$ cat src/rtl/multdiv_unit_pkg.sv
// Shared definitions for the multiply/divide unit: op and state encodings and the default width.
// The control unit reuses the op encodings when decoding funct 0x18..0x1B.
package multdiv_unit_pkg;

  localparam int WIDTH_DEF = 32;

  typedef enum logic [1:0] {
    OP_MULT  = 2'b00,
    OP_MULTU = 2'b01,
    OP_DIV   = 2'b10,
    OP_DIVU  = 2'b11
  } op_e;

  typedef enum logic [1:0] {
    S_IDLE   = 2'b00,
    S_RUN    = 2'b01,
    S_FINISH = 2'b10
  } state_e;

  function automatic logic op_is_div(input op_e op);
    return op[1];
  endfunction

  function automatic logic op_is_signed(input op_e op);
    return ~op[0];
  endfunction

endpackage

$ cat src/rtl/multdiv_step.sv
// One radix-2 iteration: shift-add for multiply, restoring shift-subtract for divide.
// Returns the next accumulator/remainder and the bit that shifts into the Q register.
module multdiv_step #(
  parameter int WIDTH = 32
) (
  input  logic             i_div,
  input  logic [WIDTH-1:0] i_acc,
  input  logic             i_bit,
  input  logic [WIDTH-1:0] i_opd,
  output logic [WIDTH-1:0] o_acc,
  output logic             o_bit
);

  logic [WIDTH:0] w_add;
  logic [WIDTH:0] w_shl;
  logic [WIDTH:0] w_diff;

  assign w_add  = {1'b0, i_acc} + (i_bit ? {1'b0, i_opd} : '0);
  assign w_shl  = {i_acc, i_bit};
  assign w_diff = w_shl - {1'b0, i_opd};

  // Divide: a set MSB on the difference is a borrow, so keep the shifted remainder.
  always_comb begin
    if (i_div) begin
      o_bit = ~w_diff[WIDTH];
      o_acc = w_diff[WIDTH] ? w_shl[WIDTH-1:0] : w_diff[WIDTH-1:0];
    end else begin
      o_bit = w_add[0];
      o_acc = w_add[WIDTH:1];
    end
  end

endmodule

$ cat src/rtl/multdiv_unit.sv
// Iterative MULT/MULTU/DIV/DIVU unit holding the architectural HI/LO registers.
// Operates on magnitudes for WIDTH cycles, then applies sign correction in FINISH.
module multdiv_unit
  import multdiv_unit_pkg::*;
#(
  parameter int WIDTH = WIDTH_DEF,
  parameter int CNT_W = 5
) (
  input  logic             clk,
  input  logic             reset,
  input  logic             start,
  input  logic [1:0]       op,
  input  logic [WIDTH-1:0] srca,
  input  logic [WIDTH-1:0] srcb,
  input  logic             hi_we,
  input  logic             lo_we,
  input  logic [WIDTH-1:0] wdata,
  output logic             busy,
  output logic             done,
  output logic [WIDTH-1:0] hi,
  output logic [WIDTH-1:0] lo
);

  state_e           r_state;
  logic             r_div;
  logic             r_neg_q;
  logic             r_neg_r;
  logic             r_divz;
  logic [CNT_W-1:0] r_cnt;
  logic [WIDTH-1:0] r_opd;
  logic [WIDTH-1:0] r_acc;
  logic [WIDTH-1:0] r_q;
  logic [WIDTH-1:0] r_hi;
  logic [WIDTH-1:0] r_lo;
  logic             r_done;

  op_e                w_op;
  logic               w_sa;
  logic               w_sb;
  logic [WIDTH-1:0]   w_mag_a;
  logic [WIDTH-1:0]   w_mag_b;
  logic [WIDTH-1:0]   w_step_acc;
  logic               w_step_bit;
  logic               w_step_in;
  logic [2*WIDTH-1:0] w_prod;
  logic [2*WIDTH-1:0] w_prod_neg;

  assign w_op    = op_e'(op);
  assign w_sa    = op_is_signed(w_op) & srca[WIDTH-1];
  assign w_sb    = op_is_signed(w_op) & srcb[WIDTH-1];
  assign w_mag_a = w_sa ? -srca : srca;
  assign w_mag_b = w_sb ? -srcb : srcb;

  // Multiply consumes Q from the LSB end; divide feeds the remainder from the MSB end.
  assign w_step_in  = r_div ? r_q[WIDTH-1] : r_q[0];
  assign w_prod     = {r_acc, r_q};
  assign w_prod_neg = -w_prod;

  multdiv_step #(.WIDTH(WIDTH)) u_step (
    .i_div (r_div),
    .i_acc (r_acc),
    .i_bit (w_step_in),
    .i_opd (r_opd),
    .o_acc (w_step_acc),
    .o_bit (w_step_bit)
  );

  always_ff @(posedge clk) begin
    if (reset) begin
      r_state <= S_IDLE;
      r_div   <= 1'b0;
      r_neg_q <= 1'b0;
      r_neg_r <= 1'b0;
      r_divz  <= 1'b0;
      r_cnt   <= '0;
      r_opd   <= '0;
      r_acc   <= '0;
      r_q     <= '0;
      r_hi    <= '0;
      r_lo    <= '0;
      r_done  <= 1'b0;
    end else begin
      r_done <= 1'b0;
      case (r_state)
        S_IDLE: begin
          if (start) begin
            r_div   <= op_is_div(w_op);
            r_neg_q <= w_sa ^ w_sb;
            r_neg_r <= w_sa;
            r_divz  <= op_is_div(w_op) & (srcb == '0);
            r_q     <= w_mag_a;
            r_opd   <= w_mag_b;
            r_acc   <= '0;
            r_cnt   <= '0;
            r_state <= S_RUN;
          end else begin
            if (hi_we) r_hi <= wdata;
            if (lo_we) r_lo <= wdata;
          end
        end
        S_RUN: begin
          r_acc <= w_step_acc;
          r_q   <= r_div ? {r_q[WIDTH-2:0], w_step_bit} : {w_step_bit, r_q[WIDTH-1:1]};
          r_cnt <= r_cnt + 1'b1;
          if (r_cnt == CNT_W'(WIDTH - 1)) r_state <= S_FINISH;
        end
        S_FINISH: begin
          // Remainder follows the dividend's sign; a zero divisor forces an all-ones quotient.
          if (r_div) begin
            r_lo <= r_divz ? '1 : (r_neg_q ? -r_q : r_q);
            r_hi <= r_neg_r ? -r_acc : r_acc;
          end else begin
            {r_hi, r_lo} <= r_neg_q ? w_prod_neg : w_prod;
          end
          r_done  <= 1'b1;
          r_state <= S_IDLE;
        end
        default: r_state <= S_IDLE;
      endcase
    end
  end

  assign busy = (r_state != S_IDLE);
  assign done = r_done;
  assign hi   = r_hi;
  assign lo   = r_lo;

endmodule

$ cat config.mk
export PLATFORM = sky130hd
export DESIGN_NAME = multdiv_unit
export DESIGN_NICKNAME = d
export VERILOG_FILES = /design/src/rtl/multdiv_unit_pkg.sv /design/src/rtl/multdiv_step.sv /design/src/rtl/multdiv_unit.sv
export SDC_FILE = /design/constraint.sdc
export NUM_CORES = 1
export LEC_CHECK = 0
export ABC_AREA = 1
export CORE_MARGIN = 2
export CORE_UTILIZATION = 59
export CTS_CLUSTER_SIZE = 16
export DETAILED_ROUTE_END_ITERATION = 10
export PLACE_DENSITY = 0.84
export SYNTH_ARGS = -nofsm -noshare
export SYNTH_HDL_FRONTEND = slang
export SYNTH_SLANG_ARGS = --single-unit
$ cat constraint.sdc
create_clock -name clk -period 3.9 [get_ports clk]
set_input_delay 0.39 -clock clk [delete_from_list [all_inputs] [get_ports clk]]
set_output_delay 0.39 -clock clk [all_outputs]
set_load 0.1 [all_outputs]
=== Word level (Yosys, flattened, before mapping) ===
Cells that the tools add are included.

* Register bits after elaboration: 172
* Output and inout bits: 66
* Word-level logic and storage cells: 74

* Add/sub/neg operators: 8
* Eq/ne operators: 8
* Muxes and demuxes: 30
* Bitwise logic cells: 6
* Reductions and logical operators: 10

{| class="wikitable"
|+ Operators by type and width
! cell !! count
|-
| 32-bit 2-to-1 mux || 17
|-
| 32-bit case mux with 2 select lines || 4
|-
| 32-bit negator || 4
|-
| 64-bit 2-to-1 mux || 1
|-
| 64-bit negator || 1
|-
| 32-bit by 33-bit adder with 33-bit output || 1
|-
| 33-bit by 32-bit subtractor with 33-bit output || 1
|-
| 32-bit zero test || 1
|-
| 2-bit != test, second input constant || 5
|-
| 5-bit case mux with 2 select lines || 1
|-
| 2-bit AND reduction || 3
|-
| 3-bit AND reduction || 2
|-
| 2-bit nonzero test || 3
|-
| 5-bit by 1-bit adder with 5-bit output, second input constant || 1
|-
| 5-bit equality test, second input constant || 1
|-
| 5-bit 2-to-1 mux || 1
|-
| 2-bit 2-to-1 mux || 2
|-
| 2-bit case mux with 2 select lines || 1
|-
| 1-bit AND || 3
|-
| 1-bit 2-to-1 mux || 3
|-
| 2-bit by 1-bit equality test with 1-bit output, second input constant || 1
|-
| 2-bit equality test, second input constant || 1
|-
| 2-bit zero test || 1
|-
| 1-bit NOT || 2
|-
| 1-bit bitwise XOR || 1
|}

=== Logic depth before layout (Yosys ltp) ===
Gate-level depths: netlist of run 1.

* Depth in word-level cells: 6
* Mapped depth: 23
* Depth with buffers taken out: 21

=== Modules after synthesis ===
A second synthesis of run 1 with hierarchy kept.

* Cells, all modules: 3127
* Area, all modules: 17429.2 µm²

{| class="wikitable"
|+ By module, submodules not included
! module !! instances !! cells each !! area an instance (µm²) !! sequential area each (µm²)
|-
| multdiv_unit || 1 || 1906 || 11383.4 || 3443.3
|-
| multdiv_step || 1 || 1221 || 6045.8 || 0.0
|}

=== Least setup slack after synthesis of run 1 ===
OpenSTA, ideal clock, no wires.

* Path kind: flip-flop to flip-flop
* Start point: register r_div
* End point: register r_acc[3]
* Setup time: 132 ps
* Data arrival time: 2901 ps
* Slack: 866 ps
* Cell stages (with the launch flop): 24
* Buffers on the path: 4
* Clock period less this slack: 3034 ps
* Cells stage by stage: dfxtp_1 -> clkbuf_1 -> nor2_1 -> a21oi_1 -> clkbuf_1 -> ha_1 -> fa_1 -> inv_1 -> nand2_1 -> nand2_1 -> nand3_1 -> nand2_2 -> nand2_1 -> nand2_1 -> nand2_2 -> nand2_2 -> nand2_4 -> nand2_4 -> buf_6 -> buf_6 -> o21ai_1 -> nand2_1 -> nand2_1 -> a21oi_1

* Word-level cells in the longest chain between the ends: 5

{| class="wikitable"
|+ Ends and longest elaborated chain
! item !! RTL line !! text
|-
| start: declaration || multdiv_unit.sv:25 || <nowiki>logic r_div;</nowiki>
|-
| start signal: assignment || multdiv_unit.sv:87 || <nowiki>r_div <= op_is_div(w_op);</nowiki>
|-
| 1-bit 2-to-1 mux || multdiv_unit.sv:55 || <nowiki>assign w_step_in = r_div ? r_q[WIDTH-1] : r_q[0];</nowiki>
|-
| 32-bit 2-to-1 mux / 33-bit by 32-bit subtractor with 33-bit output (equally long branches) || multdiv_step.sv:18, multdiv_step.sv:20 ||
|-
| 32-bit by 33-bit adder with 33-bit output / 32-bit 2-to-1 mux (equally long branches) || multdiv_step.sv:18, multdiv_step.sv:26 ||
|-
| 32-bit 2-to-1 mux (*) || multdiv_step.sv:24 || <nowiki>if (i_div) begin</nowiki>
|-
| 32-bit case mux with 2 select lines (*) || multdiv_unit.sv:84 || <nowiki>case (r_state)</nowiki>
|-
| end signal: assignment || multdiv_unit.sv:102 || <nowiki>r_acc <= w_step_acc;</nowiki>
|-
| end: declaration || multdiv_unit.sv:31 || <nowiki>logic [WIDTH-1:0] r_acc;</nowiki>
|}

Mark *: on every way between the ends. The rest lies on a longest branch, timed or not.
A chain may end at the register's enable or synchronous reset.

=== Worst setup path in the final report of run 1 ===
* Start point: register r_q[0]
* End point: register r_acc[24]

* Word-level cells in the longest chain between the ends: 5

{| class="wikitable"
|+ Ends and longest elaborated chain
! item !! RTL line !! text
|-
| start: declaration || multdiv_unit.sv:32 || <nowiki>logic [WIDTH-1:0] r_q;</nowiki>
|-
| start signal: assignment || multdiv_unit.sv:91 || <nowiki>r_q <= w_mag_a;</nowiki>
|-
| start signal: assignment || multdiv_unit.sv:103 || <nowiki>r_q <= r_div ? {r_q[WIDTH-2:0], w_step_bit} : {w_step_bit, r_q[WIDTH-1:1]};</nowiki>
|-
| 1-bit 2-to-1 mux (*) || multdiv_unit.sv:55 ||
|-
| 32-bit 2-to-1 mux / 33-bit by 32-bit subtractor with 33-bit output (equally long branches) || multdiv_step.sv:18, multdiv_step.sv:20 ||
|-
| 32-bit by 33-bit adder with 33-bit output / 32-bit 2-to-1 mux (equally long branches) || multdiv_step.sv:18, multdiv_step.sv:26 ||
|-
| 32-bit 2-to-1 mux (*) || multdiv_step.sv:24 ||
|-
| 32-bit case mux with 2 select lines (*) || multdiv_unit.sv:84 ||
|}

Marked as above.

==> impl_metrics.py, run 1 <==
metrics = {
    "clock_tree": {
        "post_cts_resized": 0,
        "cts_root_buf": "clkbuf_16",
        "clk_latency_ns": 0.47,
        "cts.clk_slew.worst_paths_ns": 0.08,
        "cts_buffers": 17,
        "h-tree-depth": 4,
        "hold_buffers": 0,
        "cts_sinks": 172,
        "clockBufferDepth": 2,
        "post-cts-setup-buffers": 0,
        "cts_tree": "built",
    },
    "yosys": {
        "async_flop_share": 0,
        "synthesis.instances": 2914,
        "synthTopCellsByArea": "dfxtp_1 (21%), nand2_1 (18%), o21ai_0 (8.7%)",
        "synth_seq_cells": 172,
        "ys.flop_type": "dfxtp_1",
        "synth_edf_count": 0,
        "syn_nets": 3090,
        "ys_types": 49,
        "syn_area_mm2": 0.0164,
        "syn_avg_cell_area_um2": 5.62,
        "yosysTopAreaCell": "dfxtp_1",
        "synth_warnings": 0,
        "yosysSeqAreaShare": 0.210,
        "synth_top_area_frac": 0.210,
    },
    "power_and_ir_drop": {
        "power_switching_w": 0.00282,
        "comb_power_share": 0.388,
        "power.share.sequential": 0.316,
        "intPower_w": 0.00350,
        "clockPowerShare": 0.296,
        "power.density_mw_per_mm2": 332,
        "finalPower_w": 0.00632,
        "ir_worst_vdd_uv": 244,
        "p_leak_nw": 8.76,
        "netSwitchingFraction": 0.446,
    },
    "flow_run": {
        "drv_cap": 0,
    },
    "sta": {
        "finalCriticalPeriod_ns": 3.71,
        "hold_violations": 0,
        "rsz0062_at_grt": "no",
        "slew_viol_final": 0,
        "setup_viol": 0,
        "finalSetupTns_ns": 0,
        "fmaxAchievable_ghz": 0.270,
        "period_share": 0.951,
        "holdWs_ns": 0.476,
        "slew-limit-headroom": 0.140,
        "skew_ns": 0.0299,
        "worst_pin_slew_ns": 1.29,
    },
    "setup_path": {
        "ff2ff_path_depth": 18,
        "setup.worst_path.start": "r_q[0]",
        "crit_fanout": 29,
        "cp-start-kind": "register",
        "crit_end": "r_acc[24]",
        "r2r-start": "r_q[0]",
        "critical_path_class": "register to register",
        "worstPathArrival_ns": 4.08,
        "timing.rr.end": "r_acc[24]",
        "crit_required_ns": 4.28,
        "regToRegSetupSlack_ns": 0.19,
        "cp-end-kind": "register",
    },
    "routing": {
        "dr.pass1.iters": 7,
        "wl_um": 65100,
        "drtIter0Drc": 2558,
        "vias_per_cell": 6.03,
        "ant_nets": 0,
        "wl_per_cell_um": 19.1,
        "routed-via-count": 20600,
        "drc": 0,
    },
    "die": {
        "start_util": 0.604,
        "die_h_um": 171,
        "die_x_um": 171,
        "die-area_mm2": 0.0291,
        "rows": 60,
        "ios": 169,
        "core_area_mm2": 0.0271,
    },
    "place": {
        "place_area_mm2": 0.0184,
        "io_buffers": 168,
        "dp_hpwl_um": 50000,
        "routabilityCongestion": 1.06,
    },
    "grt": {
        "grt_max_degree": 84,
        "antenna_found_initial": 2,
        "grt_pass1_wl_um": 99700,
        "grt_use_total": 0.440,
        "grt_pass1_vias": 18700,
        "grt_overflow": 0,
    },
    "final_layout": {
        "syn2layout_area_growth_pct": 16.2,
        "final_cell_mix": "nand2_1 (790), inv_1 (374), nor2_1 (299)",
        "layout_commonest_cell": "nand2_1",
        "drive_above_1_share": 0.0404,
        "fin_area_mm2": 0.0190,
        "fin_nets": 3205,
    },
    "worst_hold_path": {
        "hold_depth": 2,
        "hold_class": "register to register",
    },
    "status": {
        "outcome": "completed",
    },
}
sequential cells by signal, indices dropped and copies added, names as in the netlist:
register and cells:
r_neg_r 1, r_opd 32, r_divz 1, r_state 2, hi 32, r_cnt 5
r_div 1, r_neg_q 1, r_q 32, r_acc 32, lo 32, done 1
final cells by class:
cell class / count / area (um2)
multi-input cells: 2246 / 11000
fillers: 2491 / 8080
flip-flops and latches: 172 / 3440
repair buffers: 208 / 2000
inverters: 384 / 1440
well taps: 372 / 465
clock buffers: 17 / 425
clock inverters: 15 / 199
diodes: 3 / 7.51
cell usage after synthesis (7+ instances only):
cell type / n
buf_1: 11
nor3_1: 60
dfxtp_1: 172
nand2_2: 11
nand4_1: 29
o21ai_1: 11
nor4_1: 10
buf_2: 8
ha_1: 71
xnor2_1: 20
o21ai_0: 283
xor2_1: 33
nor2_1: 301
nand3b_1: 14
or2_2: 8
a21o_1: 8
o21bai_1: 10
o211ai_1: 15
a31oi_1: 40
a21oi_1: 243
nand2_1: 790
nand3_1: 244
nor2_2: 7
clkbuf_1: 89
inv_1: 376
critical path: stages (launching register included):
cell     delay [ns]
dfxtp_1        0.34
inv_1          0.10
nor2_1         0.06
a21oi_2        0.26
buf_12         0.23
nor2_1         0.08
ha_1           0.27
nand2_1        0.06
o21ai_0        0.65
nand2_1        0.10
nand2_1        0.20
inv_1          0.09
o21ai_0        0.52
nand2_1        0.16
nand2_1        0.09
nand2_1        0.05
nand3_1        0.08
nand3_1        0.10
a21oi_1        0.16
worst min-delay path by stage:
stage / slack [ns] / start / to
3_3_place_gp: 0.45 / r_cnt[4] / r_cnt[4]
6_report: 0.48 / r_opd[31] / r_opd[31]
4_1_cts: 0.47 / r_cnt[3] / r_cnt[3]
3_5_place_dp: 0.46 / r_cnt[3] / r_cnt[3]
5_1_grt: 0.51 / r_cnt[3] / r_cnt[3]
2_1_floorplan: 0.44 / r_cnt[3] / r_cnt[3]
logic make-up after synthesis:
group	Yosys count	share of synthesized area
DFF	172	0.210
buffers and inverters	496	0.116
adders and majority gates	73	0.0567
and+or+nand+nor	1489	0.383
xor gates and xnor gates	53	0.0284
AOI/OAI and AO/OA	631	0.205
metal layers:
metal  GRT usage  wire length [um]  vias up
li1            -                 -     9773
met1       0.539             24600     9101
met2       0.684             27700     1419
met3       0.100              7790      322
met4       0.304              5020        0
met5           0                 0        -
metrics by stage:
step / util / cells / setup slack [ns]
2_1_floorplan: - / 2914 / 0.866
3_3_place_gp: 0.679 / 3382 / 0.444
3_5_place_dp: 0.679 / 3382 / 0.435
4_1_cts: 0.702 / 3414 / 0.409
6_report: 0.702 / 3417 / 0.193
5_1_grt: 0.702 / 3414 / 0.132
power groups by stage:
stage / Sequential [W] / Clock (W) / Combinational [W]
finish: 0.00200 / 0.00187 / 0.00245
global route: 0.00201 / 0.00192 / 0.00265
global placement: 0.00202 / 0 / 0.00233
CTS: 0.00199 / 0.00184 / 0.00238
detailed placement: 0.00203 / 0 / 0.00236
floorplan: 0.00227 / 0 / 0.00140
Note: power is estimated with default switching activity, not from simulation.
==> inputs of run 2 (changes only) <==
--- a/config.mk
+++ b/config.mk
@@ -11,6 +11,7 @@
 export CTS_CLUSTER_SIZE = 16
 export DETAILED_ROUTE_END_ITERATION = 10
 export PLACE_DENSITY = 0.84
+export SLEW_MARGIN = 5
 export SYNTH_ARGS = -nofsm -noshare
 export SYNTH_HDL_FRONTEND = slang
 export SYNTH_SLANG_ARGS = --single-unit
==> results of run 2 <==
Same layout as run 1: the final DEF is identical, and so are final timing and power.
